--- src/rtl/pipeline_ctrl_if.sv ---
// Hazard/memory status inputs and pipeline control outputs of the pipeline controller.
interface pipeline_ctrl_if #(
    parameter int unsigned CNT_WIDTH = 16
);
    logic                 load_use;
    logic                 branch_taken;
    logic                 mem_req;
    logic                 mem_ready;
    logic                 pc_ld;
    logic                 ifid_ld;
    logic                 idex_ld;
    logic                 exmem_ld;
    logic                 memwb_ld;
    logic                 ifid_clr;
    logic                 idex_clr;
    logic                 exmem_clr;
    logic                 memwb_clr;
    logic                 halted;
    logic [CNT_WIDTH-1:0] stall_count;
    logic [CNT_WIDTH-1:0] flush_count;

    // Pipeline side: reports hazards, consumes load/clear enables.
    modport master (
        output load_use, branch_taken, mem_req, mem_ready,
        input  pc_ld, ifid_ld, idex_ld, exmem_ld, memwb_ld,
        input  ifid_clr, idex_clr, exmem_clr, memwb_clr,
        input  halted, stall_count, flush_count
    );

    // Controller side.
    modport slave (
        input  load_use, branch_taken, mem_req, mem_ready,
        output pc_ld, ifid_ld, idex_ld, exmem_ld, memwb_ld,
        output ifid_clr, idex_clr, exmem_clr, memwb_clr,
        output halted, stall_count, flush_count
    );
endinterface

--- src/rtl/pipeline_ctrl.sv ---
// Five-stage pipeline controller: stalls, flushes, memory freeze with timeout halt,
// and saturating stall/flush statistics.
module pipeline_ctrl #(
    parameter int unsigned TIMEOUT   = 255,
    parameter int unsigned CNT_WIDTH = 16
) (
    input  logic             clk,
    input  logic             rst,
    pipeline_ctrl_if.slave   bus
);
    localparam int unsigned WAIT_W = 8;

    typedef enum logic [1:0] {
        ST_RUN      = 2'd0,
        ST_MEM_WAIT = 2'd1,
        ST_HALT     = 2'd2
    } state_e;

    state_e                 state_q, state_d;
    logic [WAIT_W-1:0]      wait_q, wait_d;
    logic [CNT_WIDTH-1:0]   stall_q, stall_d;
    logic [CNT_WIDTH-1:0]   flush_q, flush_d;

    logic frozen;
    logic running;
    logic stall_inc;
    logic flush_inc;
    logic pc_ld, ifid_ld, idex_ld, exmem_ld, memwb_ld;
    logic ifid_clr, idex_clr, exmem_clr, memwb_clr;

    // State, wait counter and statistics registers.
    always_ff @(posedge clk) begin
        if (rst) begin
            state_q <= ST_RUN;
            wait_q  <= '0;
            stall_q <= '0;
            flush_q <= '0;
        end else begin
            state_q <= state_d;
            wait_q  <= wait_d;
            stall_q <= stall_d;
            flush_q <= flush_d;
        end
    end

    // Next state and the combinational load/clear enables.
    always_comb begin
        state_d   = state_q;
        wait_d    = wait_q;
        frozen    = 1'b0;
        running   = 1'b0;
        stall_inc = 1'b0;
        flush_inc = 1'b0;
        pc_ld     = 1'b1;
        ifid_ld   = 1'b1;
        idex_ld   = 1'b1;
        exmem_ld  = 1'b1;
        memwb_ld  = 1'b1;
        ifid_clr  = 1'b0;
        idex_clr  = 1'b0;
        exmem_clr = 1'b0;
        memwb_clr = 1'b0;

        if (!rst) begin
            unique case (state_q)
                ST_RUN: begin
                    if (bus.mem_req && !bus.mem_ready) begin
                        frozen  = 1'b1;
                        state_d = ST_MEM_WAIT;
                        wait_d  = WAIT_W'(1);
                    end else begin
                        running = 1'b1;
                    end
                end
                ST_MEM_WAIT: begin
                    if (!bus.mem_ready) begin
                        frozen = 1'b1;
                        if (wait_q == WAIT_W'(TIMEOUT)) begin
                            state_d = ST_HALT;
                        end else begin
                            wait_d = wait_q + WAIT_W'(1);
                        end
                    end else begin
                        running = 1'b1;
                        state_d = ST_RUN;
                        wait_d  = '0;
                    end
                end
                default: begin
                    state_d = ST_HALT;
                end
            endcase
        end

        // Output decode: reset > halt > freeze > flush > load-use > advance.
        if (rst) begin
            {pc_ld, ifid_ld, idex_ld, exmem_ld, memwb_ld}  = '0;
            {ifid_clr, idex_clr, exmem_clr, memwb_clr}     = '1;
        end else if (frozen) begin
            {pc_ld, ifid_ld, idex_ld, exmem_ld} = '0;
            memwb_clr = 1'b1;
            stall_inc = 1'b1;
        end else if (running) begin
            if (bus.branch_taken) begin
                ifid_clr  = 1'b1;
                idex_clr  = 1'b1;
                flush_inc = 1'b1;
            end else if (bus.load_use) begin
                pc_ld     = 1'b0;
                ifid_ld   = 1'b0;
                idex_clr  = 1'b1;
                stall_inc = 1'b1;
            end
        end else begin
            {pc_ld, ifid_ld, idex_ld, exmem_ld, memwb_ld} = '0;
        end
    end

    // Saturating statistics counters.
    always_comb begin
        stall_d = stall_q;
        flush_d = flush_q;
        if (stall_inc && (stall_q != '1)) begin
            stall_d = stall_q + CNT_WIDTH'(1);
        end
        if (flush_inc && (flush_q != '1)) begin
            flush_d = flush_q + CNT_WIDTH'(1);
        end
    end

    assign bus.pc_ld       = pc_ld;
    assign bus.ifid_ld     = ifid_ld;
    assign bus.idex_ld     = idex_ld;
    assign bus.exmem_ld    = exmem_ld;
    assign bus.memwb_ld    = memwb_ld;
    assign bus.ifid_clr    = ifid_clr;
    assign bus.idex_clr    = idex_clr;
    assign bus.exmem_clr   = exmem_clr;
    assign bus.memwb_clr   = memwb_clr;
    assign bus.halted      = (state_q == ST_HALT);
    assign bus.stall_count = stall_q;
    assign bus.flush_count = flush_q;
endmodule

--- src/flat_wrapper.sv ---
// flat-port wrapper written by rule: the top's interface ports become plain ports
module pipeline_ctrl_flat 
#(
    parameter int unsigned TIMEOUT   = 255,
    parameter int unsigned CNT_WIDTH = 16
)
  (clk, rst, bus_load_use, bus_branch_taken, bus_mem_req, bus_mem_ready, bus_pc_ld, bus_ifid_ld, bus_idex_ld, bus_exmem_ld, bus_memwb_ld, bus_ifid_clr, bus_idex_clr, bus_exmem_clr, bus_memwb_clr, bus_halted, bus_stall_count, bus_flush_count);
  pipeline_ctrl_if #(.CNT_WIDTH(CNT_WIDTH)) bus_i ();
  input  logic clk;
  input  logic rst;
  input wire logic [$bits(bus_i.load_use)-1:0] bus_load_use;
  input wire logic [$bits(bus_i.branch_taken)-1:0] bus_branch_taken;
  input wire logic [$bits(bus_i.mem_req)-1:0] bus_mem_req;
  input wire logic [$bits(bus_i.mem_ready)-1:0] bus_mem_ready;
  output wire logic [$bits(bus_i.pc_ld)-1:0] bus_pc_ld;
  output wire logic [$bits(bus_i.ifid_ld)-1:0] bus_ifid_ld;
  output wire logic [$bits(bus_i.idex_ld)-1:0] bus_idex_ld;
  output wire logic [$bits(bus_i.exmem_ld)-1:0] bus_exmem_ld;
  output wire logic [$bits(bus_i.memwb_ld)-1:0] bus_memwb_ld;
  output wire logic [$bits(bus_i.ifid_clr)-1:0] bus_ifid_clr;
  output wire logic [$bits(bus_i.idex_clr)-1:0] bus_idex_clr;
  output wire logic [$bits(bus_i.exmem_clr)-1:0] bus_exmem_clr;
  output wire logic [$bits(bus_i.memwb_clr)-1:0] bus_memwb_clr;
  output wire logic [$bits(bus_i.halted)-1:0] bus_halted;
  output wire logic [$bits(bus_i.stall_count)-1:0] bus_stall_count;
  output wire logic [$bits(bus_i.flush_count)-1:0] bus_flush_count;
  assign bus_i.load_use = bus_load_use;
  assign bus_i.branch_taken = bus_branch_taken;
  assign bus_i.mem_req = bus_mem_req;
  assign bus_i.mem_ready = bus_mem_ready;
  assign bus_pc_ld = bus_i.pc_ld;
  assign bus_ifid_ld = bus_i.ifid_ld;
  assign bus_idex_ld = bus_i.idex_ld;
  assign bus_exmem_ld = bus_i.exmem_ld;
  assign bus_memwb_ld = bus_i.memwb_ld;
  assign bus_ifid_clr = bus_i.ifid_clr;
  assign bus_idex_clr = bus_i.idex_clr;
  assign bus_exmem_clr = bus_i.exmem_clr;
  assign bus_memwb_clr = bus_i.memwb_clr;
  assign bus_halted = bus_i.halted;
  assign bus_stall_count = bus_i.stall_count;
  assign bus_flush_count = bus_i.flush_count;
  pipeline_ctrl #(.TIMEOUT(TIMEOUT), .CNT_WIDTH(CNT_WIDTH)) u_core (.clk(clk), .rst(rst), .bus(bus_i));
endmodule
--- config.mk ---
export PLATFORM = sky130hd
export DESIGN_NAME = pipeline_ctrl_flat
export DESIGN_NICKNAME = d
export VERILOG_FILES = /design/src/rtl/pipeline_ctrl_if.sv /design/src/rtl/pipeline_ctrl.sv /design/src/flat_wrapper.sv
export SDC_FILE = /design/constraint.sdc
export NUM_CORES = 1
export LEC_CHECK = 0
export BUFFER_PORTS_ARGS = -buffer_cell sky130_fd_sc_hd__buf_2
export CORE_MARGIN = 2
export CORE_UTILIZATION = 25
export CTS_CLUSTER_DIAMETER = 120
export DETAILED_ROUTE_END_ITERATION = 10
export SYNTH_ARGS = -nofsm -noshare
export SYNTH_HDL_FRONTEND = slang
export SYNTH_SLANG_ARGS = --single-unit
export TNS_END_PERCENT = 100
--- constraint.sdc ---
create_clock -name clk -period 2.19 [get_ports clk]
set_input_delay 0.438 -clock clk [delete_from_list [all_inputs] [get_ports clk]]
set_output_delay 0.438 -clock clk [all_outputs]
set_load 0.02 [all_outputs]
* Word level (Yosys, flattened, before mapping)
Index checks and enable logic that the tools add are counted.
** Operators by class
- $add $sub $neg :: 3
- Reduce and logical (&&, ||, !) cells :: 8
- Muxes and demuxes :: 43
- Equal/unequal tests :: 8
** Operator list (count)
- two-way mux 1 bit :: 33
- adder 16 x 1 -> 16 bit, second input constant :: 2
- != test 16 bit, second input constant :: 2
- two-way mux 8 bit :: 3
- one-hot mux 8 bit (2 select lines) :: 1
- adder 8 x 1 -> 8 bit, second input constant :: 1
- == test 8 bit, second input constant :: 1
- two-way mux 2 bit :: 3
- one-hot mux 1 bit (2 select lines) :: 2
- one-hot mux 2 bit (2 select lines) :: 1
- logical AND 1 bit :: 3
- != test 3 x 2 -> 1 bit, second input constant :: 1
- != test 3 bit, second input constant :: 1
- AND reduction 3 bit :: 1
- == test 2 x 1 -> 1 bit, second input constant :: 1
- == test 2 bit, second input constant :: 1
- logical NOT 2 bit :: 1
- != test 2 x 1 -> 1 bit, second input constant :: 1
- AND reduction 2 bit :: 1
- nonzero test 2 bit :: 1
- logical NOT 1 bit :: 1
** Storage, ports and cells
- Input port bits :: 6
- Logic and storage cells :: 66
- Bits in registers :: 42
- Output and inout bits :: 42

* Longest topological paths before layout
Gate-level depths: netlist (run 1).
- Depth in word-level cells :: 9
- Gate-level depth with buffers :: 7
- Depth with buffers taken out :: 5

* Worst setup path before layout (run 1)
OpenSTA, ideal clock, no wires.
- Path type :: input port to output port
- Start :: in rst
- End :: out bus_pc_ld
- Buffers on the path :: 1
- Required time :: 1.752 ns
- Setup slack :: 0.224 ns
- Cell stages on the path :: 4
- Arrival :: 1.528 ns
- Cell sequence :: nor2_1 -> nand2_1 -> nor2_1 -> buf_4
** On the way
- Longest elaborated chain between the ends :: 4
- Elaborated cells between the ends (all ways) :: 5
- Classes of those cells :: mux (5)
** Ends and longest elaborated chain
- from (decl) :: line flat_wrapper.sv:10 : input logic rst;
- two-way mux 1 bit :: line pipeline_ctrl.sv:64 : if (!rst) begin
- two-way mux 1 bit (2 in series)
- two-way mux 1 bit (*)
- to (decl) :: line flat_wrapper.sv:15 : output wire logic [$bits(bus_i.pc_ld)-1:0] bus_pc_ld;
Mark *: on every way between the ends. The rest lies on a longest branch, timed or not.

* Final worst setup path (run 1)
- Start :: reg u_core.state_q[0]
- End :: out bus_ifid_clr
** On the way
- Longest elaborated chain between the ends :: 6
- Elaborated cells between the ends (all ways) :: 9
- Classes of those cells :: eq/ne (1); mux (7); reduce/logical (1)
** Ends and longest elaborated chain
- from (decl) :: line pipeline_ctrl.sv:19 : state_e state_q, state_d;
- from (signal assigned) :: line pipeline_ctrl.sv:39 : state_q <= state_d;
- == test 2 x 1 -> 1 bit or logical NOT 2 bit (tied branches) :: line pipeline_ctrl.sv:65 : unique case (state_q)
- one-hot mux 1 bit (2 select lines) :: line pipeline_ctrl.sv:65
- two-way mux 1 bit :: line pipeline_ctrl.sv:64
- two-way mux 1 bit :: line pipeline_ctrl.sv:103 : end else if (running) begin
- two-way mux 1 bit (*) :: line pipeline_ctrl.sv:99 : end else if (frozen) begin
- two-way mux 1 bit (*) :: line pipeline_ctrl.sv:96 : if (rst) begin
- to (decl) :: line flat_wrapper.sv:20 : output wire logic [$bits(bus_i.ifid_clr)-1:0] bus_ifid_clr;
Marks and branches as above.

==> results.tsv, run 1 <==
stage	metric	value	unit
die	core	0.00928	mm2
synth	synth_nets	299	
cts	worstSkewPairLatency	0.29	ns
drt	wirelength	6290	um
final_layout	regArea	841	um2
hold_path	min_from	u_core.wait_q[6]	
placed_design	dp_hpwl	4510	um
setup_path	path_delay_family	flip-flops	
synth	synth-warning-count	0	
setup_path	path_buf_inv	1	
synth	syn_avg_cell_area	8.32	um2
hold_path	hold_path_depth	2	
power_and_ir_drop	p_leak	1.14	nW
drt	route.detailed.drc	0	
grt	overflow	0	
cts	cts_buffers	5	
sta	drv_slew	0	
synth	ys_seq_elements	42	
die	start_util	0.260	
cts	cts-root-buf	clkbuf_8	
sta	min_period	1.98	ns
power_and_ir_drop	p_switching	0.000384	W
power_and_ir_drop	seqPwrFrac	0.536	
sta	skew	0.0104	ns
setup_path	cp_num_cells	4	
grt	grt_pass1_vias	2158	
die	num_io_pins	48	
final_layout	antennaDiodeCount	0	
hold_path	hold_class	register to register	
synth	yosysSeqAreaShare	0.349	
drt	firstDrtPassIters	4	
grt	grt_pass1_wl	10500	um
synth	post_synth_num_cell_types	46	
setup_path	cpPeakStageDelay	0.38	ns
power_and_ir_drop	switching_share	0.264	
drt	first_iter_violations	84	
sta	worst_pin_slew	0.411	ns
cts	clkTransAtPathRegs	0.09	ns
cts	cts.sinks	42	
setup_path	worstReg2RegStart	u_core.bus.stall_count[7]	
power_and_ir_drop	comb_power_share	0.093	
setup_path	cp_data_arrival_time	1.54	ns
setup_path	rr_worst_depth	4	
grt	grt_use_total	0.124	
sta	final_hold_viol_count	0	
synth	synth_edf_count	0	
placed_design	place_inst	461	
setup_path	cp.required	1.75	ns
final_layout	final_common_cell	buf_2	
setup_path	cp_max_fo	16	
power_and_ir_drop	internal_power	0.00107	W
final_layout	finalNetCount	348	
final_layout	fillers	996	
grt	antenna_found_initial	0	
drt	wl_per_cell	13.4	um
setup_path	critPathKind	register to output port	
drt	viasPerCell	5.13	
sta	timing.fmax	505	MHz
cts	clockBufferDepth	2	
drt	dr.max_layer_used	met4	
setup_path	crit_path_start	u_core.state_q[0]	
sta	relSlewSlack	0.726	
run_status	status	complete, no violations	
final_layout	multi_input_area	0.00145	mm2
final_layout	drive_gt1_frac	0.244	
die	die_w	102	um
cts	postCtsSetupBuffers	0	
placed_design	routabilityCongestion	0.791	
sta	timing.final.crit_share	0.904	
drt	wl_met2	3000	um
synth	synthesis.area	0.00241	mm2
drt	wl_met3	236	um
cts	h-tree-depth	2	
setup_path	crit_path_end_kind	output port	
die	row_count	35	
die	die_y	102	um
drt	m1WireLength	2990	um
setup_path	slowest_stage	dfxtp_1	
cts	hold_buffers	0	
sta	tns	0	ns
final_layout	syn_to_final_growth	21.5	%
drt	detail-route-antenna-nets	0	
sta	rsz0062_at_grt	false	
power_and_ir_drop	peakVddDrop	0.261	mV
setup_path	crit_path_start_kind	register	
cts	cts_tree	yes	
die	dieArea	0.0105	mm2
power_and_ir_drop	power_density	496	mW/mm2
placed_design	io_buffer_count	47	
synth	synthFlopType	dfxtp_1	
final_layout	fin_area	0.00293	mm2
setup_path	cp_cell_sequence	o21bai_1 -> nand2_2 -> nand2_1 -> buf_2	
power_and_ir_drop	p_total	0.00145	W
grt	grt_max_degree	37	
synth	synthArstFlopShare	0	
run	cap_violations	0	
placed_design	dpl_cell_area	0.00283	mm2
sta	setup_viol	0	
final_layout	stdcell_count	469	
cts	ctsResizeCount	0	
final_layout	final_cell_mix	buf_2, dfxtp_1, nand3_1	
drt	num_vias	2407	
power_and_ir_drop	pwr-share-clk	0.371	
synth	netlist_instances	290	
==> sequential cells by signal (all words and copies together), names as in the netlist <==
register,flops
u_core.wait_q,8
u_core.bus.stall_count,16
u_core.state_q,2
u_core.bus.flush_count,16
==> worst paths after layout <==
| path | endpoint | slack [ns] |
|---|---|---|
| worst min register to register | u_core.wait_q[6] | 0.49 |
| worst max register to register | u_core.bus.stall_count[13] | 0.32 |
| worst max-delay path | bus_ifid_clr | 0.21 |
| worst min-delay path | u_core.wait_q[6] | 0.49 |
==> cell families after synthesis <==
logic type	synth area share
DFF	0.349
AOI/OAI and AO/OA	0.185
and+or+nand+nor	0.343
buffers and inverters	0.0498
adders and majority gates	0.0156
muxes	0.0581
==> power groups by stage <==
stage / clock network, W / logic (W) / registers, W
2_1_floorplan: 0 / 0.0000894 / 0.000799
3_3_place_gp: 0 / 0.000133 / 0.000797
3_5_place_dp: 0 / 0.000136 / 0.000797
4_1_cts: 0.000558 / 0.000136 / 0.000779
5_1_grt: 0.000593 / 0.000150 / 0.000780
6_report: 0.000539 / 0.000135 / 0.000779
==> synth_stat cells, drive strengths merged, types with 8 or more instances <==
| cell type | number | area [um2] |
|---|---|---|
| nor2 | 15 | 56.3 |
| nor2b | 10 | 62.6 |
| or4 | 12 | 90.1 |
| nor4 | 18 | 125 |
| and3 | 8 | 50.1 |
| nand3 | 21 | 105 |
| inv | 9 | 33.8 |
| o21ai | 10 | 50.0 |
| buf | 8 | 48.8 |
| nand2 | 19 | 71.3 |
| o31ai | 9 | 67.6 |
| nand4 | 11 | 75.1 |
| a21oi | 17 | 85.1 |
| clkbuf | 10 | 37.5 |
| dfxtp | 42 | 841 |
| mux2 | 8 | 90.1 |
==> metrics by stage <==
step,setup slack (ns),utilization,hold WS [ns]
final,0.209,0.316,0.489
after global routing,0.0390,0.316,0.517
after CTS,0.0566,0.315,0.497
after detailed placement,0.0427,0.305,0.483
after global placement,0.0694,0.305,0.466
after floorplan,0.224,-,0.450
==> routing by layer <==
metal / global-route usage / vias to the layer above
met1: 0.163 / 1133
met4: 0.0349 / 0
li1: - / 1220
met2: 0.204 / 48
met3: 0.0260 / 6
met5: 0 / -
==> worst register-to-register path, stage by stage, from the launching register on <==
cell and delay [ns]:
dfxtp_1 0.44, nand4_1 0.24, or4b_1 0.59, or4_1 0.41, a21oi_1 0.14
==> cell type report <==
class                           instances  share of cell area
Clock buffer                            6              0.0282
Clock inverter                          2             0.00427
Inverter                                9              0.0115
Multi-Input combinational cell        221               0.496
Sequential cell                        42               0.287
Tap cell                              129              0.0551
Timing Repair Buffer                   60               0.118
Power figures use the tool's default switching activity.
==> inputs of run 2 (changes only) <==
CELL_PAD_IN_SITES_DETAIL_PLACEMENT = 1   (was not set)
CELL_PAD_IN_SITES_GLOBAL_PLACEMENT = 1   (was not set)
PLACE_DENSITY_LB_ADDON = 0.1   (was not set)
==> results.tsv, run 2 (synthesized netlist as in run 1, its figures left out) <==
stage	metric	value	unit	change
run_status	status	complete, no violations		unchanged
cts	cts-root-buf	clkbuf_8		unchanged
sta	rsz0062_at_grt	false		unchanged
sta	relSlewSlack	0.712		was 0.726
placed_design	io_buffer_count	47		unchanged
cts	cts_buffers	5		unchanged
power_and_ir_drop	pwr-share-clk	0.366		was 0.371
setup_path	rr_worst_depth	6		was 4
drt	wirelength	7240	um	was 6290 um
sta	setup_viol	0		unchanged
grt	grt_max_degree	38		was 37
final_layout	drive_gt1_frac	0.249		was 0.244
cts	clockBufferDepth	2		unchanged
sta	hold_ws	0.489	ns	about the same
setup_path	cp_data_arrival_time	1.54	ns	about the same
grt	overflow	0		unchanged
drt	route.detailed.drc	0		unchanged
placed_design	dp_hpwl	5170	um	was 4510 um
sta	worst_pin_slew	0.431	ns	was 0.411 ns
run	cap_violations	0		unchanged
cts	cts.sinks	42		unchanged
setup_path	cp.required	1.75	ns	about the same
cts	postCtsSetupBuffers	0		unchanged
final_layout	fin_util	0.317		was 0.316
cts	h-tree-depth	2		unchanged
grt	grt_pass1_wl	12100	um	was 10,500 um
sta	min_period	1.98	ns	about the same
setup_path	crit_path_start_kind	input pin		was register
setup_path	cpPeakStageDelay	0.37	ns	was 0.38 ns
setup_path	slowest_stage	buf_4		was dfxtp_1
sta	timing.fmax	506	MHz	was 505 MHz
drt	detail-route-antenna-nets	0		unchanged
cts	cts_tree	yes		unchanged
power_and_ir_drop	p_total	0.00145	W	about the same
die	row_count	35		unchanged
drt	wl_per_cell	15.4	um	was 13.4 um
power_and_ir_drop	p_leak	1.15	nW	was 1.14 nW
drt	first_iter_violations	48		was 84
die	num_io_pins	48		unchanged
die	die_y	102	um	unchanged
cts	hold_buffers	0		unchanged
sta	final_hold_viol_count	0		unchanged
power_and_ir_drop	internal_power	0.00107	W	about the same
drt	viasPerCell	5.16		was 5.13
hold_path	hold_class	register to register		unchanged
grt	antenna_found_initial	0		unchanged
drt	num_vias	2431		was 2,407
sta	skew	0.00884	ns	was 0.0104 ns
die	start_util	0.260		unchanged
power_and_ir_drop	comb_power_share	0.096		was 0.093
sta	tns	0	ns	unchanged
die	dieArea	0.0105	mm2	unchanged
final_layout	finalNetCount	350		was 348
final_layout	antennaDiodeCount	0		unchanged
sta	fin_ws	0.213	ns	was 0.209 ns
final_layout	fillers	1132		was 996
sta	timing.final.crit_share	0.903		was 0.904
power_and_ir_drop	p_switching	0.000378	W	was 0.000384 W
setup_path	cp_cell_sequence	buf_2 -> buf_4 -> inv_1 -> nand2_1 -> buf_2		was o21bai_1 -> nand2_2 -> nand2_1 -> buf_2
cts	clkTransAtPathRegs	0.09	ns	about the same
final_layout	multi_input_area	0.00146	mm2	was 0.00145 mm2
final_layout	final_cell_mix	buf_2, dfxtp_1, nand3_1		unchanged
hold_path	hold_path_depth	2		unchanged
die	die_w	102	um	unchanged
setup_path	crit_path_end_kind	output port		unchanged
power_and_ir_drop	peakVddDrop	0.216	mV	was 0.261 mV
grt	grt_use_total	0.144		was 0.124
setup_path	critPathKind	input pin to output port		was register to output port
placed_design	dp_slack	0.0136	ns	was 0.0427 ns
setup_path	crit_top_cell	buf_2		
power_and_ir_drop	power_density	492	mW/mm2	was 496 mW/mm2
final_layout	final_common_cell	buf_2		unchanged
final_layout	syn_to_final_growth	22.1	%	was 21.5%
sta	drv_slew	0		unchanged
drt	firstDrtPassIters	4		unchanged
placed_design	routabilityCongestion	0.694		was 0.791
setup_path	cp_max_fo	37		was 16
power_and_ir_drop	switching_share	0.261		was 0.264
final_layout	regArea	841	um2	unchanged
cts	worstSkewPairLatency	0.29	ns	about the same
power_and_ir_drop	seqPwrFrac	0.538		was 0.536
die	core	0.00928	mm2	unchanged
grt	grt_pass1_vias	2386		was 2,158
==> run 2: power by group through the flow <==
stage | logic (W) | clock network, W | registers [W]
global route | 0.000154 | 0.000590 | 0.000781
detailed placement | 0.000141 | 0 | 0.000798
floorplan | 0.0000894 | 0 | 0.000799
finish | 0.000140 | 0.000530 | 0.000779
global placement | 0.000139 | 0 | 0.000797
CTS | 0.000141 | 0.000565 | 0.000780
==> run 2: worst paths after layout <==
path | startpoint | end | slack, ns
worst max-delay path | rst | bus_memwb_clr | 0.21
worst min-delay path | u_core.wait_q[6] | u_core.wait_q[6] | 0.49
worst max register to register | u_core.state_q[0] | u_core.bus.stall_count[12] | 0.28
worst min register to register | u_core.wait_q[6] | u_core.wait_q[6] | 0.49
==> run 2: area by class of cell <==
class,count,area share
Clock buffer,7,0.0293
Tap cell,129,0.0548
Timing Repair Buffer,62,0.122
Sequential cell,42,0.285
Inverter,9,0.0115
Multi-Input combinational cell,221,0.495
Clock inverter,1,0.00170
==> run 2: routing by layer <==
metal,wire [um],up-vias,GRT usage,share of wire
li1,-,1225,-,-
met1,3620,1172,0.194,0.50
met2,3390,32,0.243,0.47
met3,194,2,0.0239,0.027
met4,31,0,0.0277,0.0043
met5,0,-,0,0
==> run 2: what timing repair did <==
| action | 4_1_cts | 5_1_grt |
|---|---|---|
| setup endpoints to repair | 0 | 3 |
| endpoints found under the hold margin | 0 | 0 |
| resized for setup | 0 | 2 |
==> run 2: critical path: cells and delay by family <==
| family | cells | cell delay, ns |
|---|---|---|
| and+or+nand+nor | 1 | 0.16 |
| buffers and inverters | 4 | 0.92 |
==> run 2: through the flow <==
step	std cells	area, um2
final	471	2950
after global routing	471	2950
after CTS	471	2940
after detailed placement	463	2850
after global placement	463	2850
after floorplan	290	2410
==> inputs of run 3 (changes only) <==
CORE_ASPECT_RATIO = 0.75   (was not set)
==> results.tsv, run 3 (synthesized netlist as in run 1, its figures left out) <==
stage	metric	value	unit	change
run_status	status	complete, no violations		unchanged
setup_path	cp_max_fo	10		was 37
setup_path	cpPeakStageDelay	0.34	ns	was 0.37 ns
grt	grt_pass1_wl	12100	um	about the same
die	die_y	89.1	um	was 102 um
cts	clockBufferDepth	2		unchanged
grt	grt_use_total	0.145		was 0.144
setup_path	crit_path_start_kind	register		was input pin
setup_path	crit_path_start	u_core.state_q[1]		was rst
final_layout	syn_to_final_growth	24.2	%	was 22.1%
final_layout	finalNetCount	351		was 350
placed_design	io_buffer_count	47		unchanged
cts	cts_tree	yes		unchanged
placed_design	dp_hpwl	5320	um	was 5170 um
grt	grt_max_degree	28		was 38
setup_path	critPathKind	register to output port		was input pin to output port
sta	fin_ws	0.191	ns	was 0.213 ns
cts	worstSkewPairLatency	0.29	ns	about the same
setup_path	worstReg2RegStart	u_core.bus.stall_count[6]		was u_core.state_q[0]
cts	clkTransAtPathRegs	0.06	ns	was 0.09 ns
drt	detail-route-antenna-nets	0		unchanged
sta	worst_pin_slew	0.404	ns	was 0.431 ns
die	die_w	117	um	was 102 um
cts	hold_buffers	0		unchanged
setup_path	rr_worst_depth	4		was 6
sta	hold_ws	0.493	ns	was 0.489 ns
final_layout	final_common_cell	buf_2		unchanged
setup_path	slowest_stage	dfxtp_1		was buf_4
hold_path	hold_class	register to register		unchanged
die	core	0.00950	mm2	was 0.00928 mm2
placed_design	dp_slack	0.0566	ns	was 0.0136 ns
grt	antenna_found_initial	0		unchanged
sta	drv_slew	0		unchanged
placed_design	dpl_cell_area	0.00286	mm2	was 0.00285 mm2
grt	overflow	0		unchanged
sta	timing.final.crit_share	0.913		was 0.903
die	dieArea	0.0105	mm2	about the same
sta	final_hold_viol_count	0		unchanged
cts	h-tree-depth	2		unchanged
drt	num_vias	2482		was 2,431
sta	tns	0	ns	unchanged
setup_path	crit_path_end	bus_ifid_clr		was bus_memwb_clr
final_layout	drive_gt1_frac	0.243		was 0.249
setup_path	crit_path_end_kind	output port		unchanged
final_layout	fin_area	0.00300	mm2	was 0.00295 mm2
sta	relSlewSlack	0.731		was 0.712
run	cap_violations	0		unchanged
setup_path	cp_cell_sequence	nor3b_2 -> nand2_1 -> buf_4 -> nand2_1 -> buf_2		was buf_2 -> buf_4 -> inv_1 -> nand2_1 -> buf_2
final_layout	antennaDiodeCount	0		unchanged
sta	timing.fmax	500	MHz	was 506 MHz
drt	firstDrtPassIters	4		unchanged
grt	grt_pass1_vias	2308		was 2,386
setup_path	r2r-end	u_core.bus.stall_count[13]		was u_core.bus.stall_count[12]
cts	cts.sinks	42		unchanged
cts	cts-root-buf	clkbuf_16		was clkbuf_8
sta	setup_viol	0		unchanged
sta	skew	0.00659	ns	was 0.00884 ns
cts	cts_buffers	5		unchanged
die	num_io_pins	48		unchanged
setup_path	reg2reg_slack	0.22	ns	was 0.28 ns
setup_path	cp.required	1.75	ns	about the same
die	row_count	31		was 35
drt	wirelength	7370	um	was 7240 um
setup_path	crit_top_cell	nand2_1		was buf_2
die	start_util	0.254		was 0.260
sta	min_period	2.00	ns	was 1.98 ns
setup_path	cp_data_arrival_time	1.56	ns	was 1.54 ns
final_layout	final_cell_mix	buf_2, dfxtp_1, nand3_1		unchanged
power_and_ir_drop	p_leak	1.17	nW	was 1.15 nW
placed_design	routabilityCongestion	0.716		was 0.694
drt	route.detailed.drc	0		unchanged
power_and_ir_drop	power_density	550	mW/mm2	was 492 mW/mm2
power_and_ir_drop	peakVddDrop	0.213	mV	was 0.216 mV
drt	viasPerCell	5.24		was 5.16
sta	rsz0062_at_grt	false		unchanged
final_layout	fillers	1149		was 1,132
drt	first_iter_violations	75		was 48
drt	wl_per_cell	15.5	um	was 15.4 um
[run 3: cell types whose count changed in the layout (fill, tap and decap cells not counted), sizes merged]
cell and change:
buf +1, clkinv -1
[run 3: area by class of cell]
cell class,instances,area [um2],area share
clock buffer,7,133,0.0443
inverter,9,33.8,0.0113
multi-input combinational,221,1460,0.486
sequential,42,841,0.281
tap,132,165,0.0551
timing repair buffer,63,368,0.123
[run 3: through the flow]
stage	instances	total power (W)	util
floorplan	290	0.000888	-
global placement	467	0.000939	0.301
detailed placement	467	0.000941	0.301
CTS	474	0.00169	0.315
global route	474	0.00173	0.315
finish	474	0.00165	0.315
[run 3: report_power, final]
part / internal [W] / total, W / switching (W)
sequential: 0.000771 / 0.000780 / 0.00000900
combinational: 0.0000484 / 0.000142 / 0.0000934
clock: 0.000418 / 0.000727 / 0.000309
total: 0.00124 / 0.00165 / 0.000411
[run 3: repair_timing]
item | 4_1_cts | 5_1_grt
hold endpoints to repair | 0 | 0
endpoints found under the setup margin | 0 | 1
gates resized for setup | 0 | 1
setup buffers | 0 | 0
[run 3: metal layers]
layer | vias up | global-route usage | wire length, um
met5 | - | 0 | 0
met2 | 38 | 0.224 | 3210
met4 | 0 | 0.0427 | 87
met3 | 8 | 0.0364 | 265
li1 | 1226 | - | -
met1 | 1210 | 0.203 | 3810
[run 3: worst min-delay path by stage]
stage	start	end	depth (start not counted)	slack [ns]
2_1_floorplan	u_core.wait_q[6]	u_core.wait_q[6]	2	0.45
3_3_place_gp	u_core.wait_q[6]	u_core.wait_q[6]	2	0.47
3_5_place_dp	u_core.wait_q[6]	u_core.wait_q[6]	2	0.48
4_1_cts	u_core.wait_q[6]	u_core.wait_q[6]	2	0.49
5_1_grt	u_core.wait_q[6]	u_core.wait_q[6]	2	0.53
6_report	u_core.wait_q[6]	u_core.wait_q[6]	2	0.49
[run 3: critical path, delay by kind of cell, from the launching register on]
| kind | cells | cell delay (ns) |
|---|---|---|
| buf+inv | 2 | 0.39 |
| flops | 1 | 0.34 |
| simple gates | 3 | 0.54 |
